===== src/rtl/lfsr_if.sv =====
// Coordinate bus carrying the two random 4-bit grid fields from the LFSR
// to the game logic that consumes them.
interface lfsr_if;
   logic [3:0] x;
   logic [3:0] y;

   modport master (output x, output y);
   modport slave  (input  x, input  y);
endinterface


===== src/rtl/lfsr.sv =====
// Free-running 16-bit Fibonacci LFSR (x^16+x^14+x^13+x^11+1) that supplies
// random tile coordinates; x and y are direct slices of the state register.
module lfsr #(
   parameter int              WIDTH = 16,
   parameter logic [WIDTH-1:0] SEED = 16'hACE1
) (
   input  logic  clk,
   input  logic  reset,
   lfsr_if.master bus
);

   logic [WIDTH-1:0] state;
   logic             fb;

   assign fb = state[0] ^ state[2] ^ state[3] ^ state[5];

   // An all-zero state can only appear through an upset; reload SEED to escape it.
   always_ff @(posedge clk or posedge reset) begin
      if (reset) begin
         state <= SEED;
      end else if (state == '0) begin
         state <= SEED;
      end else begin
         state <= {fb, state[WIDTH-1:1]};
      end
   end

   assign bus.x = state[3:0];
   assign bus.y = state[11:8];

endmodule


===== src/flat_wrapper.sv =====
// flat-port wrapper written by rule: the top's interface ports become plain ports
module lfsr_flat 
#(
   parameter int              WIDTH = 16,
   parameter logic [WIDTH-1:0] SEED = 16'hACE1
)
  (clk, reset, bus_x, bus_y);
  lfsr_if bus_i ();
  input  logic clk;
  input  logic reset;
  output wire logic [$bits(bus_i.x)-1:0] bus_x;
  output wire logic [$bits(bus_i.y)-1:0] bus_y;
  assign bus_x = bus_i.x;
  assign bus_y = bus_i.y;
  lfsr #(.WIDTH(WIDTH), .SEED(SEED)) u_core (.clk(clk), .reset(reset), .bus(bus_i));
endmodule

===== config.mk =====
export PLATFORM = sky130hd
export DESIGN_NAME = lfsr_flat
export DESIGN_NICKNAME = d
export VERILOG_FILES = /design/src/rtl/lfsr_if.sv /design/src/rtl/lfsr.sv /design/src/flat_wrapper.sv
export SDC_FILE = /design/constraint.sdc
export NUM_CORES = 1
export LEC_CHECK = 0
export ABC_AREA = 1
export BUFFER_PORTS_ARGS = -buffer_cell sky130_fd_sc_hd__clkbuf_2
export CAP_MARGIN = 20
export CORE_MARGIN = 2
export CORE_UTILIZATION = 31
export DETAILED_ROUTE_END_ITERATION = 16
export PLACE_DENSITY = 0.54
export SLEW_MARGIN = 0
export SYNTH_ARGS = -nofsm -noshare
export SYNTH_HDL_FRONTEND = slang
export SYNTH_SLANG_ARGS = --single-unit

===== constraint.sdc =====
create_clock -name clk -period 1 [get_ports clk]
set_clock_uncertainty 0.15 [all_clocks]
set_input_delay 0.05 -clock clk [delete_from_list [all_inputs] [get_ports clk]]
set_output_delay 0.05 -clock clk [all_outputs]
set_load 0.01 [all_outputs]

; Word level (Yosys, flattened, before mapping)
; Index checks and enable logic that the tools add are counted.
[op_classes]
eq_ne = 0
muxes = 1
n_bitwise = 3
shift = 0
magnitude_cmp = 0
mul = 0
reduce_logical = 1
div_mod_pow = 0
add_sub_neg = 0
[op_table]
columns = cell, count
row1 = $logic_not 16->1, 1
row2 = $mux 16, 1
row3 = $xor 1x1->1, 3
[totals]
latch_bits = 0
ramBits = 0
mem_count = 0
romBits = 0
output_inout_bits = 8
reg_bits = 16

; Logic depth before layout (Yosys ltp)
[logic_depth]
word_depth = 4
depth_mapped = 6
mapped_depth_nobuf = 6

; Least setup slack after synthesis
; Ideal clock, no wire load.
[synth_timing]
path_type = register -> register
from = register u_core.state[0]
to = register u_core.state[0]
stages_incl_launch_ff = 6
arrival_ns = 0.836
path_buffers = 0
synth_period_minus_slack_ns = 1.067
slack_ns = -0.067
required_ns = 0.769
path_cell_list = dfstp_2 > nor2_4 > nand2_1 > nor2_1 > nand2_2 > nand2_1
[synth_between]
elab_chain_cells = 2
[synth_rtl]
columns = item, line
row1 = "start, declared", lfsr.sv:12  ; logic [WIDTH-1:0] state;
row2 = "start signal, assigned", lfsr.sv:24  ; state <= {fb, state[WIDTH-1:1]};
row3 = $logic_not 16->1, lfsr.sv:21  ; end else if (state == '0) begin
row4 = $mux 16, lfsr.sv:21
; No other way between the ends.

; Final worst setup path
[layout_timing]
from = register u_core.state[11]
to = output port bus_y[3]
[layout_lines]
columns = item, line
row1 = "end, declared", flat_wrapper.sv:12  ; output wire logic [$bits(bus_i.y)-1:0] bus_y;
; No word-level cell between the ends.

==> reports/results.tsv <==
metric	value	unit
yosysTopAreaCell	dfstp_2	
yosysWarnings	0	
clk_transition_reported_paths	0.09	ns
drv_cap	0	
placed_cells_incl_taps	105	
p_switching	0.210	mW
tns	-2.40	ns
track_usage	0.0988	
critPathMaxStageDelay	0.55	ns
setup_viol_count_final	16	
die_area	2620	um^2
netlist.area_leader.share	0.305	
syn_inst	77	
die_w	51.2	um
final_max_slew_viol_count	0	
p_leak	0.419	nW
nets	87	
p_int	0.877	mW
ant_nets	0	
critical_path_arrival	1.02	ns
slew-limit-headroom	0.869	
grt_max_degree	17	
gp_congestion	0.712	
grt_pass1_wl	1.88	mm
top_register	u_core.state	
p_clk_frac	0.385	
avgSynthCellArea	8.95	um^2
seq_power_share	0.597	
cts_tree	done	
cp_cell_sequence	buf_6, buf_6	
drtIter0Drc	4	
area_delta_synth_final	24.3	%
largest_reg_flops	16	
criticalPathCategory	flop to output pin	
drt_drc_violations_left	0	
wire_per_inst	9.17	um
grt_pass1_vias	434	
portBuffers	9	
critical-path-slowest-cell	dfstp_2	
place_ws	-0.154	ns
cp_max_fo	2	
synth_fp_nets	79	
finalCritPeriodShare	1.22	
switching_share	0.193	
numCtsBuffers	3	
ios	10	
synthDistinctLibCells	11	
diodes	0	
fin_hold_ws	0.150	ns
grt-ovfl-total	0	
dr.pass1.iters	3	
instances_no_fill	112	
ir_worst_vdd	1.03	mV
wirelength	1.03	mm
clock_sinks	16	
utilization	0.399	
core	2150	um^2
worst_pin_slew	0.196	ns
setup_ws	-0.218	ns
vias	427	
power_frac_comb	0.018	
rsz0062_at_grt	true	
fmax	821	MHz
start_kind	flop	
cp_common_cell	buf_6	
yosysSeqAreaShare	0.595	
violations	setup timing	
clk_latency	0.28	ns
reg.largest.list	u_core.state (16)	
htree_levels	1	
synth_area	689	um^2
critical_path_required	0.80	ns
status	finished with violations	
cts_root_buf	clkbuf_4	
die_y	51.2	um
final_cell_mix	nand2_1 (18), inv_1 (12), buf_6 (12)	
pwr_density_cell	1270	nW/um^2
drive_gt1_frac	0.429	
endpoint_kind	output pin	
synthTopCellsByArea	dfstp_2 (30%), dfrtp_1 (29%), nand2_1 (10%), buf_4 (8.7%), inv_1 (6.5%)	
via_per_inst	3.81	
hp-class	input pin to async pin	
cts_buffer_depth	2	
fin_crit	1.22	ns
antenna_found_initial	0	
final_common_cell	nand2_1	
std_cell_rows	17	
finalHoldViolations	0	
dp_hpwl	715	um
ys_ff_latch	16	
initial_utilization	0.321	
-- power groups by stage --
stage	Combinational [mW]	Clock [mW]	Sequential, mW
after global routing	0.0238	0.484	0.649
after global placement	0.0177	0	0.660
after CTS	0.0209	0.433	0.648
after floorplan	0.00949	0	0.660
final	0.0199	0.418	0.648
after detailed placement	0.0178	0	0.660
-- logic make-up after synthesis --
kind of cell / after synthesis / synth area share
flops: 16 / 0.595
xor+xnor: 1 / 0.0127
buf+inv: 28 / 0.196
simple gates: 32 / 0.196
-- layer usage --
| layer | GRT usage | routed length, um | vias up |
|---|---|---|---|
| met1 | 0.115 | 492 | 201 |
| met2 | 0.158 | 484 | 8 |
| met5 | 0 | 0 | - |
| met4 | 0.0135 | 0 | 0 |
| met3 | 0.0614 | 50 | 0 |
| li1 | - | - | 218 |
-- metrics by stage --
| stage | total power, mW | cell area, um^2 |
|---|---|---|
| 2_1_floorplan | 0.669 | 689 |
| 3_3_place_gp | 0.677 | 732 |
| 3_5_place_dp | 0.677 | 732 |
| 4_1_cts | 1.10 | 803 |
| 5_1_grt | 1.16 | 857 |
| 6_report | 1.09 | 857 |
-- Yosys cell counts --
library cell   n
buf_4          8
clkbuf_1       8
dfrtp_1        8
dfstp_2        8
inv_1         12
nand2_1       19
nand2_2        2
nor2_1         9
nor2_2         1
nor2_4         1
xnor2_1        1
-- worst paths after layout --
path                                  start                to  slack [ns]  cells past startpoint
setup / recovery           u_core.state[11]          bus_y[3]       -0.22                      2
hold / removal                        reset   u_core.state[1]        0.15                      4
setup reg to reg            u_core.state[0]  u_core.state[11]       -0.17                      5
hold reg to reg             u_core.state[4]   u_core.state[3]        0.25                      0
max in group asynchronous             reset  u_core.state[13]        0.31                      4
min in group clk            u_core.state[4]   u_core.state[3]        0.25                      0
-- final cells by class --
class	instances	area [um^2]
timing repair buffer	19	183
multi-input combinational	33	146
tap	28	35.0
sequential	16	412
inverter	12	45.0
fill	214	1290
clock buffer	4	36.3
-- worst max-delay path, delay by kind of cell, from the launching register on --
family                 cells  cell delay, ns
buffers and inverters      2            0.19
flip-flops                 1            0.55
-- timing repair --
item                                    in CTS  in global routing
pin swaps                                    4                  5
resized for setup                            7                 15
hold buffers                                 1                  0
buffers inserted                             0                  2
endpoints found under the hold margin       16                  0
endpoints found under the setup margin      16                 16
Power figures use the tool's default switching activity.
